<file path="config.mk">
export PLATFORM = sky130hd
export DESIGN_NAME = aes_host_master
export DESIGN_NICKNAME = d
export VERILOG_FILES = /design/src/rtl/aes_host_master.sv
export SDC_FILE = /design/constraint.sdc
export NUM_CORES = 1
export LEC_CHECK = 0
export ABC_AREA = 0
export CAP_MARGIN = 20
export CORE_ASPECT_RATIO = 1.75
export CORE_MARGIN = 5
export CORE_UTILIZATION = 51
export DETAILED_ROUTE_END_ITERATION = 10
export PLACE_DENSITY = 0.8
export SETUP_SLACK_MARGIN = 0.2
export SYNTH_ARGS = -nofsm -noshare
export SYNTH_HDL_FRONTEND = slang
export SYNTH_SLANG_ARGS = --single-unit
</file>
<file path="constraint.sdc">
create_clock -name clk -period 2.84 [get_ports clk]
set_input_delay 0.568 -clock clk [delete_from_list [all_inputs] [get_ports clk]]
set_output_delay 0.568 -clock clk [all_outputs]
set_load 0.005 [all_outputs]
</file>
<file path="src/rtl/aes_host_master.sv">
// Bus initiator for the AES128 core's word-serial register interface: key/plaintext writes, then a ciphertext read.
// Optional macro AES_HOST_KEY_CACHE_EN skips the key write when key_in matches the last key written.
module aes_host_master #(
  parameter int CORE_LAT = 12,
  parameter int READ_LAT = 2
) (
  input  logic         clk,
  input  logic         reset_n,
  input  logic         start,
  input  logic [127:0] key_in,
  input  logic [127:0] pt_in,
  output logic         busy,
  output logic         done,
  output logic [127:0] ct_out,
  output logic         CS,
  output logic         RW,
  output logic         adress,
  output logic [31:0]  wdata,
  input  logic [31:0]  rdata
);

  localparam int WAIT_MAX = (CORE_LAT > READ_LAT) ? CORE_LAT : READ_LAT;
  localparam int WW       = $clog2(WAIT_MAX + 1);
  localparam logic [WW-1:0] CORE_END = WW'(CORE_LAT - 1);
  localparam logic [WW-1:0] RD_END   = WW'((READ_LAT >= 2) ? (READ_LAT - 2) : 0);

  typedef enum logic [3:0] {
    S_IDLE      = 4'd0,
    S_CMD_KEY   = 4'd1,
    S_BEAT_KEY  = 4'd2,
    S_GAP       = 4'd3,
    S_CMD_DATA  = 4'd4,
    S_BEAT_DATA = 4'd5,
    S_WAIT_CORE = 4'd6,
    S_CMD_READ  = 4'd7,
    S_WAIT_RD   = 4'd8,
    S_BEAT_READ = 4'd9,
    S_DONE      = 4'd10
  } state_t;

  state_t          state_r, state_s;
  logic [1:0]      beat_r, beat_s;
  logic [WW-1:0]   wait_r, wait_s;
  logic [127:0]    key_r, pt_r, ct_shift_r, ct_out_r;
  logic [127:0]    ct_shift_s;
  logic            key_hit_s;

  // Selects 32-bit word idx of a 128-bit block, word 0 being the most significant.
  function automatic logic [31:0] word_sel(input logic [127:0] blk, input logic [1:0] idx);
    logic [31:0] w;
    case (idx)
      2'd0:    w = blk[127:96];
      2'd1:    w = blk[95:64];
      2'd2:    w = blk[63:32];
      2'd3:    w = blk[31:0];
      default: w = 32'd0;
    endcase
    return w;
  endfunction

  assign ct_shift_s = {ct_shift_r[95:0], rdata};

`ifdef AES_HOST_KEY_CACHE_EN
  logic [127:0] last_key_r;
  logic         key_valid_r;

  assign key_hit_s = key_valid_r && (key_in == last_key_r);

  // The cache is only trusted once a full key write has completed.
  always_ff @(posedge clk or negedge reset_n) begin
    if (!reset_n) begin
      last_key_r  <= 128'd0;
      key_valid_r <= 1'b0;
    end else if (state_r == S_BEAT_KEY && beat_r == 2'd3) begin
      last_key_r  <= key_r;
      key_valid_r <= 1'b1;
    end
  end
`else
  assign key_hit_s = 1'b0;
`endif

  always_ff @(posedge clk or negedge reset_n) begin
    if (!reset_n) begin
      state_r <= S_IDLE;
      beat_r  <= 2'd0;
      wait_r  <= '0;
    end else begin
      state_r <= state_s;
      beat_r  <= beat_s;
      wait_r  <= wait_s;
    end
  end

  always_comb begin
    state_s = state_r;
    beat_s  = beat_r;
    wait_s  = wait_r;
    case (state_r)
      S_IDLE: begin
        if (start) begin
          state_s = key_hit_s ? S_CMD_DATA : S_CMD_KEY;
        end else begin
          state_s = S_IDLE;
        end
      end
      S_CMD_KEY:  state_s = S_BEAT_KEY;
      S_BEAT_KEY: begin
        beat_s = beat_r + 2'd1;
        if (beat_r == 2'd3) begin
          state_s = S_GAP;
        end else begin
          state_s = S_BEAT_KEY;
        end
      end
      S_GAP:       state_s = S_CMD_DATA;
      S_CMD_DATA:  state_s = S_BEAT_DATA;
      S_BEAT_DATA: begin
        beat_s = beat_r + 2'd1;
        if (beat_r == 2'd3) begin
          state_s = S_WAIT_CORE;
        end else begin
          state_s = S_BEAT_DATA;
        end
      end
      S_WAIT_CORE: begin
        if (wait_r == CORE_END) begin
          wait_s  = '0;
          state_s = S_CMD_READ;
        end else begin
          wait_s  = wait_r + WW'(1);
        end
      end
      S_CMD_READ: begin
        if (READ_LAT > 1) begin
          state_s = S_WAIT_RD;
        end else begin
          state_s = S_BEAT_READ;
        end
      end
      S_WAIT_RD: begin
        if (wait_r == RD_END) begin
          wait_s  = '0;
          state_s = S_BEAT_READ;
        end else begin
          wait_s  = wait_r + WW'(1);
        end
      end
      S_BEAT_READ: begin
        beat_s = beat_r + 2'd1;
        if (beat_r == 2'd3) begin
          state_s = S_DONE;
        end else begin
          state_s = S_BEAT_READ;
        end
      end
      S_DONE:  state_s = S_IDLE;
      default: begin
        state_s = S_IDLE;
        beat_s  = 2'd0;
        wait_s  = '0;
      end
    endcase
  end

  // ct_out only changes on the final read beat, so an aborted read never leaks a partial result.
  always_ff @(posedge clk or negedge reset_n) begin
    if (!reset_n) begin
      key_r      <= 128'd0;
      pt_r       <= 128'd0;
      ct_shift_r <= 128'd0;
      ct_out_r   <= 128'd0;
    end else begin
      if (state_r == S_IDLE && start) begin
        key_r <= key_in;
        pt_r  <= pt_in;
      end
      if (state_r == S_BEAT_READ) begin
        ct_shift_r <= ct_shift_s;
        if (beat_r == 2'd3) begin
          ct_out_r <= ct_shift_s;
        end
      end
    end
  end

  always_comb begin
    busy   = (state_r != S_IDLE);
    done   = 1'b0;
    CS     = 1'b0;
    RW     = 1'b0;
    adress = 1'b0;
    wdata  = 32'd0;
    case (state_r)
      S_CMD_KEY: begin
        CS     = 1'b1;
        RW     = 1'b1;
        adress = 1'b1;
      end
      S_BEAT_KEY:  wdata = word_sel(key_r, beat_r);
      S_CMD_DATA: begin
        CS     = 1'b1;
        RW     = 1'b1;
      end
      S_BEAT_DATA: wdata = word_sel(pt_r, beat_r);
      S_CMD_READ:  CS    = 1'b1;
      S_DONE:      done  = 1'b1;
      default: begin
        done   = 1'b0;
        CS     = 1'b0;
      end
    endcase
  end

  assign ct_out = ct_out_r;

endmodule

</file>
-- Word-level counts from Yosys, hierarchy flattened
Index checks and enable logic that the tools add are counted.
- $add $sub $neg: 2
- equal/unequal tests: 16
- mux-type cells: 18
- reductions and logical operators: 12
- operators by type and width (cell ; number):
    32-bit case mux with 4 select lines ; 2
    32-bit case mux with 2 select lines ; 1
    4-bit case mux with 10 select lines ; 1
    4-bit by 3-bit == test with 1-bit output, second input constant ; 4
    4-bit == test, second input constant ; 4
    4-bit 2-to-1 mux ; 4
    4-bit case mux with 3 select lines ; 1
    9-bit OR reduction ; 1
    4-bit by 2-bit == test with 1-bit output, second input constant ; 2
    4-bit logical NOT ; 2
    8-bit OR reduction ; 1
    1-bit 2-to-1 mux ; 6
    3-bit OR reduction ; 2
    4-bit by 1-bit adder with 4-bit output, second input constant ; 1
    2-bit == test, second input constant ; 2
    4-bit by 1-bit == test with 1-bit output, second input constant ; 1
    2-bit 2-to-1 mux ; 2
    2-bit != test, second input constant ; 2
    2-bit case mux with 2 select lines ; 1
    2-bit AND reduction ; 2
    4-bit nonzero test ; 1
    2-bit by 1-bit adder with 2-bit output, second input constant ; 1
    2-bit by 1-bit == test with 1-bit output, second input constant ; 1
    2-bit logical NOT ; 1
    2 further kinds ; 2
- bits in registers: 490
- input bits: 291
- output and inout bits: 165
- logic and storage cells: 55

-- Longest topological paths before layout
- word-level depth: 3
- depth in mapped cells: 8
- mapped depth without buffers: 6

-- Worst setup path before layout
Ideal clock, no wire load.
- path kind: reg2out
- from: register beat_r[0]
- to: output port wdata[8]
- arrival: 1744 ps
- required time: 2272 ps
- path slack: 528 ps
- cell stages (with the launch flop): 8
- path buffers: 3
- path through: dfrtp_1 > inv_1 > ha_1 > clkbuf_1 > buf_2 > buf_1 > o21ai_0 > a22o_1
- longest elaborated chain between the ends: 3
- elaborated cells on any way between the ends: 7
- those cells by class: 3 x eq/ne; 3 x mux; 1 x reduce/logical
- ends and longest elaborated chain (item ; line ; RTL):
    start, declared ; 42 ; logic [1:0] beat_r, beat_s;
    start signal, assigned ; 90 ; beat_r <= beat_s;
    2-bit == test (tied with other cells) ; 51 ; case (idx)
    32-bit case mux with 4 select lines ; 51 ;
    32-bit case mux with 2 select lines * ; 194 ; case (state_r)
    end, declared ; 18 ; output logic [31:0] wdata,
Every way passes the cells marked *; elsewhere a longest branch is shown, timed or not.

-- Worst setup path after layout
- from: register beat_r[0]
- to: output port wdata[2]
The elaborated chain is that of the path after synthesis.

==> impl_metrics.json <==
{
  "crit_type": "reg2out",
  "cts_hold_buffers": 0,
  "h-tree-depth": 2,
  "ctsRootBufferMaster": "clkbuf_16",
  "die_width_um": 162,
  "synth_seq_cells": 490,
  "synth_edf_count": 0,
  "start_util_pct": 51.6,
  "io_pins": 456,
  "final_cells": 2463,
  "power.density_nw_per_um2": 983,
  "drive_gt1_share_pct": 35.9,
  "core-area_um2": 40200,
  "fin_crit_ps": 3140,
  "clock-sinks": 490,
  "place_inst": 2333,
  "start_kind": "flip-flop",
  "synthTopCellsByArea": "dfrtp_1, mux2_2, mux2_4",
  "antenna_found_initial": 21,
  "worstPathArrival_ps": 2570,
  "syn_inst": 1384,
  "setup_viol": 32,
  "switchingPower_mw": 8.69,
  "path_max_fanout": 5,
  "dieHeight_um": 277,
  "grt_max_degree": 97,
  "drc_errors": 0,
  "synth_ff_type": "dfrtp_1",
  "overflow": 0,
  "ys_warn_count": 0,
  "rsz0062_at_grt": "true",
  "die_area_um2": 44900,
  "dp_hpwl_um": 39500,
  "synth_cell_types": 42,
  "seqPwrFrac_pct": 41.1,
  "setup_ws_ps": -300,
  "status": "finished, violations left",
  "rows": 97,
  "end_kind": "primary output",
  "violations": "negative hold slack, negative setup slack",
  "synth_largest_area_cell": "dfrtp_1",
  "cts_buffers": 45,
  "grt_busiest_layer": "met2",
  "synth_area_um2": 20700,
  "nNetsFinal": 2166,
  "final_core_util_pct": 70.2,
  "drtAntennaViolNets": 0,
  "route.vias.total": 13900,
  "synth_top_cell_area_share_pct": 59.2,
  "drt_iter0_drc": 1103,
  "use_met1_pct": 28.8,
  "grtUsageMet2_pct": 42.1,
  "reg2reg_from": "beat_r[0]$_DFFE_PN0N_",
  "min_path_type": "in2async",
  "grt_util_met3_pct": 5.58,
  "first_global_vias": 15300,
  "drtPass1Iterations": 6,
  "place_area_um2": 26100,
  "insertion_delay_ps": 560,
  "slew_violations": 0,
  "pwr-share-comb_pct": 35.8,
  "cts_tree": "done",
  "synth.most_common_cell": "dfrtp_1",
  "r2r_cells": 9,
  "via_per_inst": 5.66,
  "post_drt_wl_per_cell_um": 23.8,
  "crit_required_ps": 2270,
  "gr-usage-all-layers_pct": 24.9,
  "holdWs_ps": -7.54,
  "portBuffers": 455,
  "cts_buffer_depth": 3,
  "ys_seq_area_share_pct": 59.2,
  "gp_congestion": 0.928,
  "final-hold-violation-count": 2,
  "avgSynthCellArea_um2": 15.0,
  "grt_pass1_wl_um": 87700,
  "finalCritPeriodShare_pct": 111,
  "peakVddDrop_v": 0.000815,
  "endpoint": "wdata[2]",
  "ys_async_sr_fraction_pct": 100,
  "r2r_slack_ps": 330,
  "cts.clk_slew.worst_paths_ps": 60,
  "maxCapViolCount": 0,
  "switching_share_pct": 31.3,
  "synth_nets": 1681,
  "stdcell_area_um2": 28200,
  "dp_slack_ps": 80.0,
  "syn2layout_area_growth_pct": 36.2,
  "tightest_slew_ps": 659,
  "clock.fmax_mhz": 319,
  "synth_commonest_cells": "dfrtp_1, mux2_2, mux2_4",
  "leakage_nw": 12.8,
  "cp-startpoint": "beat_r[0]$_DFFE_PN0N_",
  "timing.rr.end": "ct_out[0]$_DFFE_PN0P_",
  "wirelength_um": 58600,
  "finalClockSkew_ps": 25.4,
  "slew-limit-headroom_pct": 56.0,
  "intPower_mw": 19.1,
  "clkPwrFrac_pct": 23.0
}
==> repair_timing <==
| action | 4_1_cts | 5_1_grt |
|---|---|---|
| gates resized for setup | 202 | 15 |
| endpoints found under the setup margin | 37 | 34 |
| hold endpoints to repair | 0 | 0 |
| buffers inserted | 13 | 6 |
| gates cloned | 8 | 6 |
| pin swaps | 107 | 78 |
==> critical path: stages (launching register included) <==
cell,delay (ps)
dfrtp_2,430
buf_12,130
ha_4,220
buf_12,150
buf_12,130
buf_16,130
a222oi_1,360
o21ai_1,120
a22o_1,210
buf_2,140
==> through the flow <==
| stage | total power [mW] | TNS [ps] |
|---|---|---|
| final | 27.8 | -6940 |
| after global routing | 29.1 | -8990 |
| after CTS | 27.3 | -7200 |
| after detailed placement | 20.3 | 0 |
| after global placement | 19.9 | 0 |
| after floorplan | 16.6 | 0 |
==> placed cells by master, fill, tap and decap left out, types with 3 or more instances in the layout <==
| cell type | n |
|---|---|
| ha_4 | 4 |
| dlygate4sd2_1 | 3 |
| mux2_4 | 110 |
| mux2_1 | 10 |
| buf_12 | 31 |
| clkdlybuf4s50_1 | 418 |
| clkbuf_1 | 6 |
| buf_8 | 3 |
| a21oi_1 | 5 |
| a222oi_1 | 66 |
| clkbuf_16 | 52 |
| dfrtp_2 | 4 |
| buf_4 | 35 |
| dfrtp_1 | 486 |
| nor3_1 | 3 |
| bufinv_16 | 6 |
| buf_16 | 8 |
| clkinvlp_4 | 5 |
| buf_6 | 6 |
| clkbuf_8 | 7 |
| o21ai_1 | 59 |
| o21ai_0 | 12 |
| nand2_1 | 74 |
| mux2_2 | 361 |
| a22o_1 | 32 |
| diode_2 | 21 |
| nor2_1 | 7 |
| inv_1 | 6 |
| o22ai_1 | 5 |
| nand2b_1 | 4 |
| buf_2 | 30 |
==> metal layers <==
layer | share of wire, % | wire length, um
met1 | 35 | 20400
met2 | 52 | 30600
met3 | 7.3 | 4310
met4 | 5.6 | 3260
met5 | 0 | 0
==> logic make-up after synthesis <==
family          Yosys count  synth area share (%)
compound gates          187                  6.87
simple gates            105                  2.29
fa+ha+maj                 6                 0.362
buf+inv                 111                  2.98
flops                   490                  59.2
xor+xnor                  3                 0.127
mux                     482                  28.2
==> flip-flops by register name, indices dropped and copies added (netlist names) <==
name and cells:
beat_r 2, ct_out 128, ct_shift_r 96, key_r 128, pt_r 128, state_r 4
wait_r 4
==> layout make-up <==
| class | instances | area, um^2 |
|---|---|---|
| Sequential cell | 490 | 12300 |
| Fill cell | 2710 | 12000 |
| Multi-Input combinational cell | 783 | 7930 |
| Timing Repair Buffer | 541 | 5710 |
| Clock buffer | 60 | 1290 |
| Tap cell | 544 | 681 |
| Clock inverter | 16 | 256 |
| Antenna cell | 21 | 52.6 |
| Inverter | 8 | 30.0 |
==> worst min-delay path by stage <==
stage | start | cells past startpoint | endpoint
2_1_floorplan | reset_n | 0 | beat_r[0]$_DFFE_PN0N_
3_3_place_gp | ct_shift_r[87]$_DFFE_PN0P_ | 1 | ct_out[119]$_DFFE_PN0P_
3_5_place_dp | ct_shift_r[92]$_DFFE_PN0P_ | 1 | ct_out[124]$_DFFE_PN0P_
4_1_cts | reset_n | 1 | ct_out[77]$_DFFE_PN0P_
5_1_grt | reset_n | 1 | ct_out[77]$_DFFE_PN0P_
6_report | reset_n | 1 | ct_out[77]$_DFFE_PN0P_
==> power groups by stage <==
| stage | clock [mW] | combinational (mW) | sequential, mW |
|---|---|---|---|
| after global routing | 6.80 | 10.6 | 11.7 |
| after CTS | 6.51 | 9.46 | 11.3 |
| after global placement | 0 | 8.53 | 11.3 |
| after floorplan | 0 | 5.84 | 10.7 |
| after detailed placement | 0 | 8.86 | 11.4 |
| final | 6.39 | 9.94 | 11.4 |
(Power assumes the default switching activity.)
